===== src/rtl/sd_cmd_resp_rx_pkg.sv =====
// sd_cmd_resp_rx_pkg: shared SD constants, receiver state encodings and CRC7 step
package sd_cmd_resp_rx_pkg;
    localparam logic [6:0] CRC7_POLY      = 7'h09;
    localparam int         SD_RESP48_BITS = 48;
    localparam int         SD_NCR_MAX     = 64;
    localparam logic [1:0] ST_IDLE  = 2'd0;
    localparam logic [1:0] ST_WAIT  = 2'd1;
    localparam logic [1:0] ST_SHIFT = 2'd2;
    localparam logic [1:0] ST_DONE  = 2'd3;
    function automatic logic [6:0] crc7_step(input logic [6:0] crc, input logic b);
        return {crc[5:0], 1'b0} ^ ((crc[6] ^ b) ? CRC7_POLY : 7'h00);
    endfunction
endpackage


===== src/rtl/sd_cmd_resp_rx_if.sv =====
// sd_cmd_resp_rx_if: host-side bundle between the host FSM and the response receiver
interface sd_cmd_resp_rx_if;
    logic        sample_en;
    logic        cmd_in;
    logic        start;
    logic        crc_check_en;
    logic        busy;
    logic        done;
    logic [5:0]  resp_index;
    logic [31:0] resp_arg;
    logic        crc_err;
    logic        tx_err;
    logic        end_err;
    logic        timeout;
    modport master (output sample_en, cmd_in, start, crc_check_en,
                    input  busy, done, resp_index, resp_arg, crc_err, tx_err, end_err, timeout);
    modport slave  (input  sample_en, cmd_in, start, crc_check_en,
                    output busy, done, resp_index, resp_arg, crc_err, tx_err, end_err, timeout);
endinterface


===== src/rtl/sd_cmd_resp_rx_crc7.sv =====
// sd_crc7: serial CRC7 (x^7+x^3+1, init 0), shared with the command sender
module sd_crc7
    import sd_cmd_resp_rx_pkg::*;
(
    input  logic       clk,
    input  logic       resetn,
    input  logic       i_clr,
    input  logic       i_en,
    input  logic       i_din,
    output logic [6:0] o_crc
);
    always_ff @(posedge clk or negedge resetn)
        if (!resetn)   o_crc <= '0;
        else if (i_clr) o_crc <= '0;
        else if (i_en)  o_crc <= crc7_step(o_crc, i_din);
endmodule


===== src/rtl/sd_cmd_resp_rx.sv =====
// sd_cmd_resp_rx: receives a 48-bit SD command response and reports index, argument and error flags
module sd_cmd_resp_rx
    import sd_cmd_resp_rx_pkg::*;
#(
    parameter int NCR_MAX   = SD_NCR_MAX,
    parameter int RESP_BITS = SD_RESP48_BITS
) (
    input  logic              clk,
    input  logic              resetn,
    sd_cmd_resp_rx_if.slave   bus
);
    logic [1:0]           r_state;
    logic [6:0]           r_ncr_cnt;
    logic [5:0]           r_bit_cnt;
    logic [RESP_BITS-3:0] r_sh;
    logic                 r_chk;
    logic [RESP_BITS-2:0] w_sh;
    logic [6:0]           w_crc;
    logic                 w_crc_en;
    logic                 w_arm;
    assign w_sh     = {r_sh, bus.cmd_in};
    assign w_arm    = r_state == ST_IDLE && bus.start;
    // start bit and bits 46..8 feed the CRC; the CRC field and end bit do not
    assign w_crc_en = bus.sample_en && ((r_state == ST_WAIT && !bus.cmd_in) ||
                                        (r_state == ST_SHIFT && r_bit_cnt >= 6'd8));
    assign bus.busy = r_state == ST_WAIT || r_state == ST_SHIFT;
    assign bus.done = r_state == ST_DONE;
    sd_crc7 u_crc (
        .clk   (clk),
        .resetn(resetn),
        .i_clr (w_arm),
        .i_en  (w_crc_en),
        .i_din (bus.cmd_in),
        .o_crc (w_crc)
    );
    always_ff @(posedge clk or negedge resetn) begin
        if (!resetn) begin
            r_state        <= ST_IDLE;
            r_ncr_cnt      <= '0;
            r_bit_cnt      <= '0;
            r_sh           <= '0;
            r_chk          <= 1'b0;
            bus.resp_index <= '0;
            bus.resp_arg   <= '0;
            bus.crc_err    <= 1'b0;
            bus.tx_err     <= 1'b0;
            bus.end_err    <= 1'b0;
            bus.timeout    <= 1'b0;
        end else if (r_state == ST_IDLE) begin
            if (bus.start) begin
                r_state     <= ST_WAIT;
                r_ncr_cnt   <= '0;
                r_bit_cnt   <= '0;
                r_chk       <= bus.crc_check_en;
                bus.crc_err <= 1'b0;
                bus.tx_err  <= 1'b0;
                bus.end_err <= 1'b0;
                bus.timeout <= 1'b0;
            end
        end else if (r_state == ST_WAIT) begin
            if (bus.sample_en && !bus.cmd_in) begin
                r_state   <= ST_SHIFT;
                r_bit_cnt <= 6'(RESP_BITS - 2);
            end else if (bus.sample_en) begin
                r_ncr_cnt <= r_ncr_cnt + 7'd1;
                if (r_ncr_cnt == 7'(NCR_MAX - 1)) begin
                    r_state     <= ST_DONE;
                    bus.timeout <= 1'b1;
                end
            end
        end else if (r_state == ST_SHIFT) begin
            if (bus.sample_en) begin
                r_sh      <= w_sh[RESP_BITS-3:0];
                r_bit_cnt <= r_bit_cnt - 6'd1;
                if (r_bit_cnt == 6'd0) begin
                    r_state        <= ST_DONE;
                    bus.resp_index <= w_sh[45:40];
                    bus.resp_arg   <= w_sh[39:8];
                    bus.tx_err     <= w_sh[46];
                    bus.end_err    <= !w_sh[0];
                    bus.crc_err    <= r_chk && (w_crc != w_sh[7:1]);
                end
            end
        end else begin
            r_state <= ST_IDLE;
        end
    end
endmodule

===== src/flat_wrapper.sv =====
// flat-port wrapper written by rule: the top's interface ports become plain ports
module sd_cmd_resp_rx_flat import sd_cmd_resp_rx_pkg::*;
#(
    parameter int NCR_MAX   = SD_NCR_MAX,
    parameter int RESP_BITS = SD_RESP48_BITS
)
  (clk, resetn, bus_sample_en, bus_cmd_in, bus_start, bus_crc_check_en, bus_busy, bus_done, bus_resp_index, bus_resp_arg, bus_crc_err, bus_tx_err, bus_end_err, bus_timeout);
  sd_cmd_resp_rx_if bus_i ();
  input  logic clk;
  input  logic resetn;
  input wire logic [$bits(bus_i.sample_en)-1:0] bus_sample_en;
  input wire logic [$bits(bus_i.cmd_in)-1:0] bus_cmd_in;
  input wire logic [$bits(bus_i.start)-1:0] bus_start;
  input wire logic [$bits(bus_i.crc_check_en)-1:0] bus_crc_check_en;
  output wire logic [$bits(bus_i.busy)-1:0] bus_busy;
  output wire logic [$bits(bus_i.done)-1:0] bus_done;
  output wire logic [$bits(bus_i.resp_index)-1:0] bus_resp_index;
  output wire logic [$bits(bus_i.resp_arg)-1:0] bus_resp_arg;
  output wire logic [$bits(bus_i.crc_err)-1:0] bus_crc_err;
  output wire logic [$bits(bus_i.tx_err)-1:0] bus_tx_err;
  output wire logic [$bits(bus_i.end_err)-1:0] bus_end_err;
  output wire logic [$bits(bus_i.timeout)-1:0] bus_timeout;
  assign bus_i.sample_en = bus_sample_en;
  assign bus_i.cmd_in = bus_cmd_in;
  assign bus_i.start = bus_start;
  assign bus_i.crc_check_en = bus_crc_check_en;
  assign bus_busy = bus_i.busy;
  assign bus_done = bus_i.done;
  assign bus_resp_index = bus_i.resp_index;
  assign bus_resp_arg = bus_i.resp_arg;
  assign bus_crc_err = bus_i.crc_err;
  assign bus_tx_err = bus_i.tx_err;
  assign bus_end_err = bus_i.end_err;
  assign bus_timeout = bus_i.timeout;
  sd_cmd_resp_rx #(.NCR_MAX(NCR_MAX), .RESP_BITS(RESP_BITS)) u_core (.clk(clk), .resetn(resetn), .bus(bus_i));
endmodule

===== config.mk =====
export PLATFORM = sky130hd
export DESIGN_NAME = sd_cmd_resp_rx_flat
export DESIGN_NICKNAME = d
export VERILOG_FILES = /design/src/rtl/sd_cmd_resp_rx_pkg.sv /design/src/rtl/sd_cmd_resp_rx_if.sv /design/src/rtl/sd_cmd_resp_rx_crc7.sv /design/src/rtl/sd_cmd_resp_rx.sv /design/src/flat_wrapper.sv
export SDC_FILE = /design/constraint.sdc
export NUM_CORES = 1
export LEC_CHECK = 0
export CAP_MARGIN = 10
export CORE_MARGIN = 2
export CORE_UTILIZATION = 50
export DETAILED_ROUTE_END_ITERATION = 12
export GPL_ROUTABILITY_DRIVEN = 0
export HOLD_SLACK_MARGIN = 0.15
export PLACE_DENSITY = 0.72
export SLEW_MARGIN = 20
export SYNTH_ARGS = -nofsm -noshare
export SYNTH_HDL_FRONTEND = slang
export SYNTH_HIERARCHICAL = 1
export SYNTH_SLANG_ARGS = --single-unit

===== constraint.sdc =====
create_clock -name clk -period 5.45 [get_ports clk]
set_input_delay 0.8175 -clock clk [delete_from_list [all_inputs] [get_ports clk]]
set_output_delay 0.8175 -clock clk [all_outputs]
set_load 0.1 [all_outputs]

==> results of run 1 <==
[worst max-delay path, cell delays in order, from the launching register on]
cell and delay (ps):
dfrtp_1 630, inv_1 170, ha_1 330, clkdlybuf4s50_1 1130
[path summary, 6_finish.rpt]
| kind | startpoint | endpoint | slack (ps) |
|---|---|---|---|
| max in group asynchronous | resetn | u_core/r_sh[18] | 3770 |
| worst min-delay path | u_core/bus.resp_arg[2] | u_core/bus.resp_arg[2] | 480 |
| worst min register to register | u_core/bus.resp_arg[2] | u_core/bus.resp_arg[2] | 480 |
| worst max register to register | u_core/r_state[1] | u_core/bus.crc_err | 2380 |
| min in group asynchronous | resetn | u_core/bus.resp_arg[7] | 490 |
| worst max-delay path | u_core/r_state[1] | bus_busy | 2010 |
[state kept, by name, summed over array words and instances (netlist names), 2 cells and up]
name,cells
u_core/r_sh,46
u_core/bus.resp_arg,32
u_core/r_ncr_cnt,7
u_core/bus.resp_index,6
u_core/u_crc/o_crc,7
u_core/r_state,2
u_core/r_bit_cnt,6
[area by class of cell]
cell class              count  area (µm²)  area share (%)
flip-flops and latches    111        2778           50.19
multi-input cells         282        1848           33.39
repair buffers             54       525.5           9.496
well taps                 129       161.4           2.917
clock buffers              10       127.6           2.306
clock inverters             6       52.55          0.9496
inverters                  11       41.29          0.7461
[metrics by stage]
step                std cells  cell area (µm²)  util, %  total power [µW]  setup slack (ps)
floorplan                 424             4772        -              1546              3116
global placement          587             5354    57.94              1652              2273
detailed placement        587             5354    57.94              1676              2212
CTS                       603             5534    59.89              2138              1989
global route              603             5534    59.89              2245              1874
finish                    603             5534    59.89              2111              2012
[cell usage after synthesis, types with 2 or more instances]
master    instances  share of area (%)
ha_1              9                2.4
nand3b_1          2               0.31
buf_4             4               0.63
nor4_1            2               0.26
a211oi_1          3               0.47
xor2_1            5               0.92
nand2b_1          2               0.26
o21ai_1           5               0.52
nand3_1           8               0.84
nand4_1           2               0.26
inv_1            10               0.79
a211o_1           3               0.55
nand2_1         123                9.7
mux2i_1           8                1.7
nor2_1           18                1.4
o21ai_0           2               0.21
buf_2            12                1.3
nand4b_1          3               0.55
dfrtp_1         111                 58
nor2b_1           4               0.52
mux2_1           46                 11
a21oi_1           7               0.73
nor3_1            3               0.31
xnor2_1           7                1.3
clkbuf_1          3               0.24
[where the power goes]
group	total (µW)	leakage, µW	internal, µW	switching [µW]
registers	1010	0.00152	911	101
logic	644	0.00118	257	387
clock network	456	0.0000911	176	280
[metal layers]
metal / share of wire, % / global-route usage [%] / vias up
li1: - / - / 1501
met1: 48 / 23.27 / 1498
met2: 47 / 28.19 / 43
met3: 2.5 / 2.622 / 14
met4: 2.2 / 7.588 / 0
met5: 0 / 0 / -
[logic make-up after synthesis]
kind of cell,after synthesis
AO/OA/AOI/OAI,31
XOR/XNOR,13
adder cells (fa/ha/maj),9
buffers and inverters,31
flip-flops,111
multiplexers,55
AND/OR/NAND/NOR,174
==> results.md, run 1 <==
- Post-synthesis sequential area ratio: between 50% and 60%
- Setup bufs post-CTS: 0
- Register bit total from synthesis: 111
- Starting density of the core: just over 50%
- Final ANT Viol Nets: 0
- Synthesized net count: 439
- Largest net degree at the start of global routing: 58
- Async set-reset flop share out of synthesis: 100.0%
- Hold Slack: approximately 480 ps
- Total negative slack: 0 ps
- Pins Over Slew Limit: 0
- Period utilization: between 60% and 70%
- Maximum vdd ir drop: ~0.27 mV
- RSZ-0062 raised after global routing: no
- Power Dens Cells: about 380 mW/mm²
- Die Wd: just over 100 µm
- CTS Buf Count: 9
- CTS tree: yes
- Synth Cell Area: roughly 0.0048 mm²
- Hold_buf cts: 0
- CP required: 4630 ps
- Post-synthesis compound-gate area fraction: a little over 5%
- Crit path time final: 3438 ps
- Cells after Synth: 424
- Syn avg cell area: between 10 and 15 µm²
- Crit path arrival time: between 2000 and 3000 ps
- Setup violators final: 0
- Vias: between 3k and 4k
- Pleak: 0.002792 µW
- Netlist cell types: 47
- Fillers: around 810
- Worst slew pin tran: roughly 990 ps
- Row cnt: 35
- Cts repair resizes: 0
- # nets final: between 400 and 500
- Total GRT Usage: between 10% and 20%
- Worst-case clock buffer depth: 2
- Type of origin of the critical path: flip-flop
- Most common cell after layout, fill and taps aside: nand2_1
- Post-synthesis adder-cell area fraction: between 2 and 2.5%
- Sink Count: around 110
- Initial DRC Count: about 150
- CTS root buf: clkbuf_8
- Grt ovf: 0
- Most frequent cells in the layout: 123 x nand2_1, 111 x dfrtp_1, 48 x clkdlybuf4s50_1
- Yosys Warn Count: 6
- Die ar.: roughly 0.010 mm²
- Rel. slew slack: between 30 and 40%
- Post-DP HPWL: roughly 5400 µm
- Routed wire length per instance: approximately 13 µm
- Final Skew: about 14 ps
- DRC viols: 0
- Synth Area in Simple Gates: about 16%
- Worst hold path type: flip-flop to flip-flop
- Hold Fails Final Rpt: 0
- CORE AREA: 0.009240 mm²
- CP max FO: 14
- CTS H-tree depth: 3
- Crit Path Class: flip-flop to primary output
- Initial antenna violation count: 0
- Primary FF master, synth: dfrtp_1
- Latest clock arrival within the worst-skew pair: 360 ps
- Share of cells above drive strength 1: 6.751%
- Number of flops mapped to enable cells by yosys: 0
- N_diodes: 0
- Global-route wire length before repair: approximately 14,000 µm
- R2R depth: 8
- Cells on Worst Hold Path: 2
- Area delta synth->final: 15.97%
- IO Pins: 50
- Routed wire length: 8094 µm
- Number of global-route vias before repair: around 3.2k
- Die height: 101.7 µm
- Post-synthesis mux area share: about an eighth
- Post-Synth XOR/XNOR Area: 2.543%
- Combinational family with the most area after synthesis: simple AND/OR/NAND/NOR gates
- Maximum clock rate: between 200 and 300 MHz
- Outcome: finished clean
- IO Port Bufs: 49
- First-pass detailed-route iteration total: 4
- Setup crit end kind: primary output
- Drt via density: about 5
- Clock-pin slew on the worst setup and hold paths: 110 ps
- Max cap viols: 0
Note: power is estimated with default switching activity, not from simulation.
==> run 2: changes to the inputs <==
Settings changed: PLACE_DENSITY 0.72 to 0.75.
Clock period 5.45 ns to 3.05 ns, I/O delays scaled along.
==> run 2 against run 1 <==
Effect of this change:
- hold slack improved by 1.6 ps
- critical path type is now flip-flop to flip-flop
- first-iteration DRC count decreased by 11%
- largest power group unchanged
- sequential power increased by 79%
- non-clock buffer count increased by 3
- critical endpoint is now u_core/bus.resp_arg[21]
- worst setup slack got worse by 1400 ps
- critical path depth increased by 4
- register-to-register slack got worse by 1800 ps
==> results.md, run 2 (synthesis results as in run 1) <==
- Initial DRC Count: 131 (-11%)
- Total GRT Usage: 17.65% (+0.29 points)
- Starting density of the core: 51.65% (unchanged)
- Met2 usage: 29.50% (+1.3 points)
- Setup violators final: 0 (unchanged)
- Cts repair resizes: 0 (unchanged)
- CTS Buf Count: 9 (unchanged)
- CORE AREA: 0.009240 mm² (unchanged)
- Share of cells above drive strength 1: 16.56% (+9.8 points)
- Pleak: 0.002913 µW (+4.3%)
- Switching share of power: 36.81% (+0.43 points)
- Row cnt: 35 (unchanged)
- Delay-heaviest family, CP: simple AND/OR/NAND/NOR gates
- Crit Path Class: flip-flop to flip-flop
- IO Port Bufs: 49 (unchanged)
- Vias: 3,062 (+0.20%)
- Slowest Stage Delay on Critical Path: 610 ps (-520 ps)
- Setup crit end kind: flip-flop
- Initial antenna violation count: 0 (unchanged)
- CTS H-tree depth: 3 (unchanged)
- Number of global-route vias before repair: 3,122 (-1.6%)
- CTS tree: yes
- NetSw: 1409 µW (+83%)
- Routed wire length per instance: 13.65 µm (+1.7%)
- Global-route wire length before repair: 14,320 µm (+0.77%)
- Flop pwr share: 47.3% (-0.6 points)
- RSZ-0062 raised after global routing: no
- Met3 usage: 3.589% (+0.97 points)
- Largest net degree at the start of global routing: 62 (+6.9%)
- # nets final: 487 (+0.62%)
- Logic pwr share: 30.4% (about the same)
- Area delta synth->final: 15.10%
- GR Util met1: 22.51% (-0.76 points)
- Layer with the highest usage: met2
- Final ANT Viol Nets: 0 (unchanged)
- Crit path time final: about 2500 ps
- Latest clock arrival within the worst-skew pair: 370 ps (about the same)
- Max FFs per register: 46 (unchanged)
- Crit path arrival time: 2780 ps (+160 ps)
- Clock-pin slew on the worst setup and hold paths: 110 ps (about the same)
- IO Pins: 50 (unchanged)
- Outcome: finished clean
- CP max FO: 39 (+25)
- Total negative slack: 0 ps (unchanged)
- Fin cells: 606 (+0.50%)
- Max cap viols: 0 (unchanged)
- Rel. slew slack: 56.97% (+23 points)
- Largest Register: u_core/r_sh
- Maximum clock rate: slightly above 400 MHz
- DRC viols: 0 (unchanged)
- Final Skew: 7.986 ps (-5.856 ps)
- First-pass detailed-route iteration total: 4 (unchanged)
- Hold Fails Final Rpt: 0 (unchanged)
- Worst-case clock buffer depth: 2 (unchanged)
- CTS root buf: clkbuf_8
- Sink Count: 111 (unchanged)
- Drt via density: 5.053 (-0.30%)
- Setup bufs post-CTS: 0 (unchanged)
- CP required: 3370 ps (-1260 ps)
- Placed Cells: 589 (+0.34%)
- Maximum vdd ir drop: 0.4398 mV (+62%)
- CP Buf/Inv Count: 2 (unchanged)
- Die Wd: 101.7 µm (unchanged)
- Routed wire length: 8273 µm (+2.2%)
- Worst hold path type: flip-flop to flip-flop
- Clock power frac: 22.3% (+0.7 points)
- Die ar.: 0.01034 mm² (unchanged)
- Grt ovf: 0 (unchanged)
- CP Cell Sequence: inv_1, ha_1, and4bb_2, and3_1, buf_4, nand2_1, nand2_1
- Fillers: 781 (-3.5%)
- Die height: 101.7 µm (unchanged)
- Most common cell after layout, fill and taps aside: nand2_1
- CP max-delay cell: dfrtp_1
- Period utilization: ~81%
- N_diodes: 0 (unchanged)
- Power Dens Cells: 696.9 mW/mm² (+83%)
- Type of origin of the critical path: flip-flop
- Most frequent cells in the layout: 123 x nand2_1, 111 x dfrtp_1, 50 x buf_4
- Most common cell on crit path: nand2_1
- Pins Over Slew Limit: 0 (unchanged)
- Biggest regs: u_core/r_sh x46, u_core/bus.resp_arg x32
- Post-DP HPWL: 5600 µm (+4.1%)
- Int Pwr: 2419 µW (+80%)
- Worst slew pin tran: 645.4 ps (-347.8 ps)
==> run 2: cell type report <==
type / count / area, µm² / area share (%)
clock buffers: 9 / 123.9 / 2.255
multi-input cells: 282 / 1848 / 33.64
inverters: 11 / 41.29 / 0.7517
clock inverters: 7 / 75.07 / 1.367
repair buffers: 57 / 465.4 / 8.474
well taps: 129 / 161.4 / 2.938
flip-flops and latches: 111 / 2778 / 50.57
==> run 2: worst paths after layout <==
| check | from | to | slack [ps] | depth (start not counted) |
|---|---|---|---|---|
| worst max-delay path | u_core/r_state[1] | u_core/bus.resp_arg[21] | 590 | 7 |
| worst min-delay path | u_core/bus.resp_index[0] | u_core/bus.resp_index[0] | 480 | 2 |
| worst max register to register | u_core/r_state[1] | u_core/bus.resp_arg[21] | 590 | 7 |
| worst min register to register | u_core/bus.resp_index[0] | u_core/bus.resp_index[0] | 480 | 2 |
| max in group asynchronous | resetn | u_core/u_crc/o_crc[2] | 1680 | 3 |
| min in group asynchronous | resetn | u_core/bus.resp_arg[6] | 640 | 2 |
==> run 2: power groups by stage <==
stage / clock [µW] / combinational (µW) / sequential, µW
finish: 855 / 1160 / 1810
floorplan: 0 / 972 / 1790
CTS: 889 / 1170 / 1810
global route: 943 / 1290 / 1840
global placement: 0 / 1140 / 1830
detailed placement: 0 / 1170 / 1840
==> run 2: metal layers <==
| layer | vias to the layer above | wire, µm |
|---|---|---|
| li1 | 1501 | - |
| met1 | 1492 | 3793 |
| met2 | 55 | 4052 |
| met3 | 14 | 268 |
| met4 | 0 | 159 |
| met5 | - | 0 |
==> run 2: tightest hold or removal path: stages, from the launching register on <==
cell	delay [ps]
dfrtp_1	360
nand2_1	50
nand2_1	50
==> run 2: through the flow <==
step / instance area, µm² / power [µW] / utilization (%) / setup slack [ps] / hold WS, ps
finish: 5493 / 3828 / 59.44 / 592.8 / 484.5
global route: 5493 / 4070 / 59.44 / 360.9 / 514.4
CTS: 5493 / 3873 / 59.44 / 597.3 / 489.8
detailed placement: 5284 / 3007 / 57.18 / 630.2 / 463.7
global placement: 5284 / 2970 / 57.18 / 735.3 / 454.6
floorplan: 4772 / 2763 / - / 971.3 / 161.9
==> run 2: repair_timing <==
item / in CTS / in global routing
hold endpoints to repair: 50 / 0
hold buffers: 1 / 0
endpoints found under the setup margin: 0 / 0
==> run 3: changes to the inputs <==
Settings changed: PLACE_DENSITY 0.75 to 0.72.
Clock period 3.05 ns to 2.55 ns, I/O delays scaled along.
==> run 3 against run 2 <==
Effect of this change:
- critical path depth unchanged
- flip-flop and latch count is the same
- cell count rose by 1.2%
- hold slack worse by 3.2 ps
- non-clock buffer count rose by 8
- combinational power up 30%
- die area is the same
- critical endpoint is now u_core/bus.crc_err
- highest routed layer unchanged
==> results.md, run 3 (synthesis results as in run 1) <==
- Max FFs per register: 46 (unchanged)
- R2r setup slk: 420 ps (-170 ps)
- Latest clock arrival within the worst-skew pair: 370 ps (about the same)
- Cts repair resizes: 0 (unchanged)
- Worst hold path type: flip-flop to flip-flop
- Hold Crit Endpoint: u_core/bus.resp_arg[9]
- RSZ-0062 raised after global routing: no
- Total negative slack: 0 ps (unchanged)
- FF-to-FF Start: u_core/r_state[0]
- Hold path start: u_core/bus.resp_arg[9]
- Delay-heaviest family, CP: simple AND/OR/NAND/NOR gates
- Setup violators final: 0 (unchanged)
- Global-route wire length before repair: 14,240 µm (-0.58%)
- Most common cell after layout, fill and taps aside: nand2_1
- Die height: 101.7 µm (unchanged)
- NetSw: 1653 µW (+17%)
- Drt via density: 5.013 (-0.79%)
- Hold Fails Final Rpt: 0 (unchanged)
- # nets final: 495 (+1.6%)
- Cells on Worst Hold Path: 2 (unchanged)
- First-pass detailed-route iteration total: 4 (unchanged)
- Clock-pin slew on the worst setup and hold paths: 100 ps (about the same)
- Area after DPL: 0.005356 mm² (+1.4%)
- CP max FO: 26 (-33%)
- CORE AREA: 0.009240 mm² (unchanged)
- CP Cell Sequence: inv_1, ha_1, and4bb_2, and3_1, buf_4, a211o_1, o41ai_2
- DRC viols: 0 (unchanged)
- Die Wd: 101.7 µm (unchanged)
- Maximum vdd ir drop: 0.6630 mV (+51%)
- Routed wire length per instance: 13.70 µm (+0.38%)
- CTS root buf: clkbuf_8
- Largest Register: u_core/r_sh
- Starting density of the core: 51.65% (unchanged)
- Pwr Total: 4593 µW (+20%)
- RR Endpoint: u_core/bus.crc_err
- Initial DRC Count: 122 (-6.9%)
- Maximum clock rate: 470.0 MHz (+15%)
- Sink Count: 111 (unchanged)
- Worst-case clock buffer depth: 2 (unchanged)
- CP max-delay cell: dfrtp_1
- Pleak: 0.002943 µW (+1.0%)
- Worst slew pin tran: 492.3 ps (-153.1 ps)
- IO Pins: 50 (unchanged)
- R2R depth: 7 (unchanged)
- CP Buf/Inv Count: 2 (unchanged)
- Most frequent cells in the layout: 123 x nand2_1, 111 x dfrtp_1, 57 x buf_4
- Largest net degree at the start of global routing: 42 (-32%)
- Max cap viols: 0 (unchanged)
- Vias: 3,073 (+0.36%)
- Setup bufs post-CTS: 0 (unchanged)
- Biggest regs: u_core/r_sh x46, u_core/bus.resp_arg x32
- Post-DP HPWL: 5878 µm (+5.0%)
- Die ar.: 0.01034 mm² (unchanged)
- Total GRT Usage: 17.63% (-0.020 points)
- Crit path arrival time: 2390 ps (-390 ps)
- Row cnt: 35 (unchanged)
- Setup crit end kind: flip-flop
- Flop pwr share: 46.6% (-0.7 points)
- Number of global-route vias before repair: 3,046 (-2.4%)
- CTS Buf Count: 9 (unchanged)
- Routed wire length: 8400 µm (+1.5%)
- Switching share of power: 35.99% (-0.83 points)
- Final ANT Viol Nets: 0 (unchanged)
- Type of origin of the critical path: flip-flop
- Pins Over Slew Limit: 0 (unchanged)
- N_diodes: 0 (unchanged)
- Crit path time final: 2127 ps (-329.8 ps)
- Period utilization: 83.43% (+2.9 points)
- CTS H-tree depth: 3 (unchanged)
- Logic pwr share: 32.9% (+2.5 points)
- Rel. slew slack: 66.77% (+9.8 points)
- CTS tree: yes
- Int Pwr: 2940 µW (+22%)
- CP required: 2820 ps (-550 ps)
- Power Dens Cells: 829.6 mW/mm² (+19%)
- Share of cells above drive strength 1: 17.77% (+1.2 points)
- Crit Path Class: flip-flop to flip-flop
- Fin area: 0.005537 mm² (+0.80%)
- Hold_buf cts: 1 (unchanged)
- Outcome: finished clean
- Area delta synth->final: 16.02%
- Initial antenna violation count: 0 (unchanged)
- Grt ovf: 0 (unchanged)
- Clock power frac: 20.4% (-1.9 points)
- Slowest Stage Delay on Critical Path: 450 ps (-160 ps)
- IO Port Bufs: 49 (unchanged)
- Final Skew: 8.444 ps (+0.4580 ps)
## run 3: area by class of cell
cell class | count | area [µm²]
clock inverter | 6 | 46.29
multi-input combinational | 282 | 1848
sequential | 111 | 2778
clock buffer | 9 | 123.9
fill | 800 | 3704
inverter | 11 | 41.29
timing repair buffer | 65 | 538.0
tap | 129 | 161.4
## run 3: metrics by stage
stage / setup slack [ps] / util, % / hold WS, ps / instances
2_1_floorplan: 471.3 / - / 86.91 / 424
3_3_place_gp: 474.1 / 57.97 / 359.9 / 597
3_5_place_dp: 421.9 / 57.97 / 362.9 / 597
4_1_cts: 406.7 / 59.92 / 490.1 / 613
5_1_grt: 277.8 / 59.92 / 508.1 / 613
6_report: 422.5 / 59.92 / 481.3 / 613
## run 3: power groups by stage
stage | logic, µW | registers [µW] | clock network (µW)
after floorplan | 1160 | 2140 | 0
after global placement | 1490 | 2160 | 0
after detailed placement | 1520 | 2170 | 0
after CTS | 1520 | 2140 | 985
after global routing | 1660 | 2170 | 1040
final | 1510 | 2140 | 937
## run 3: worst min-delay path, stage by stage, from the launching register on
cell	delay, ps
dfrtp_1	350
nand2_1	50
nand2_1	50
## run 3: worst max-delay path by stage
stage                           start                  to  slack [ps]  cells past startpoint
floorplan           u_core/r_state[1]      u_core/r_sh[0]         470                      8
global placement        bus_sample_en  u_core/bus.crc_err         470                      6
detailed placement  u_core/r_state[0]  u_core/bus.crc_err         420                      7
CTS                 u_core/r_state[0]  u_core/bus.crc_err         410                      7
global route        u_core/r_state[0]  u_core/bus.crc_err         280                      7
finish              u_core/r_state[0]  u_core/bus.crc_err         420                      7
## run 3: layer usage
metal | GRT usage [%] | share of wire [%]
met1 | 23.22 | 48
met2 | 29.25 | 48
met3 | 2.761 | 2.5
met4 | 7.173 | 1.7
met5 | 0 | 0
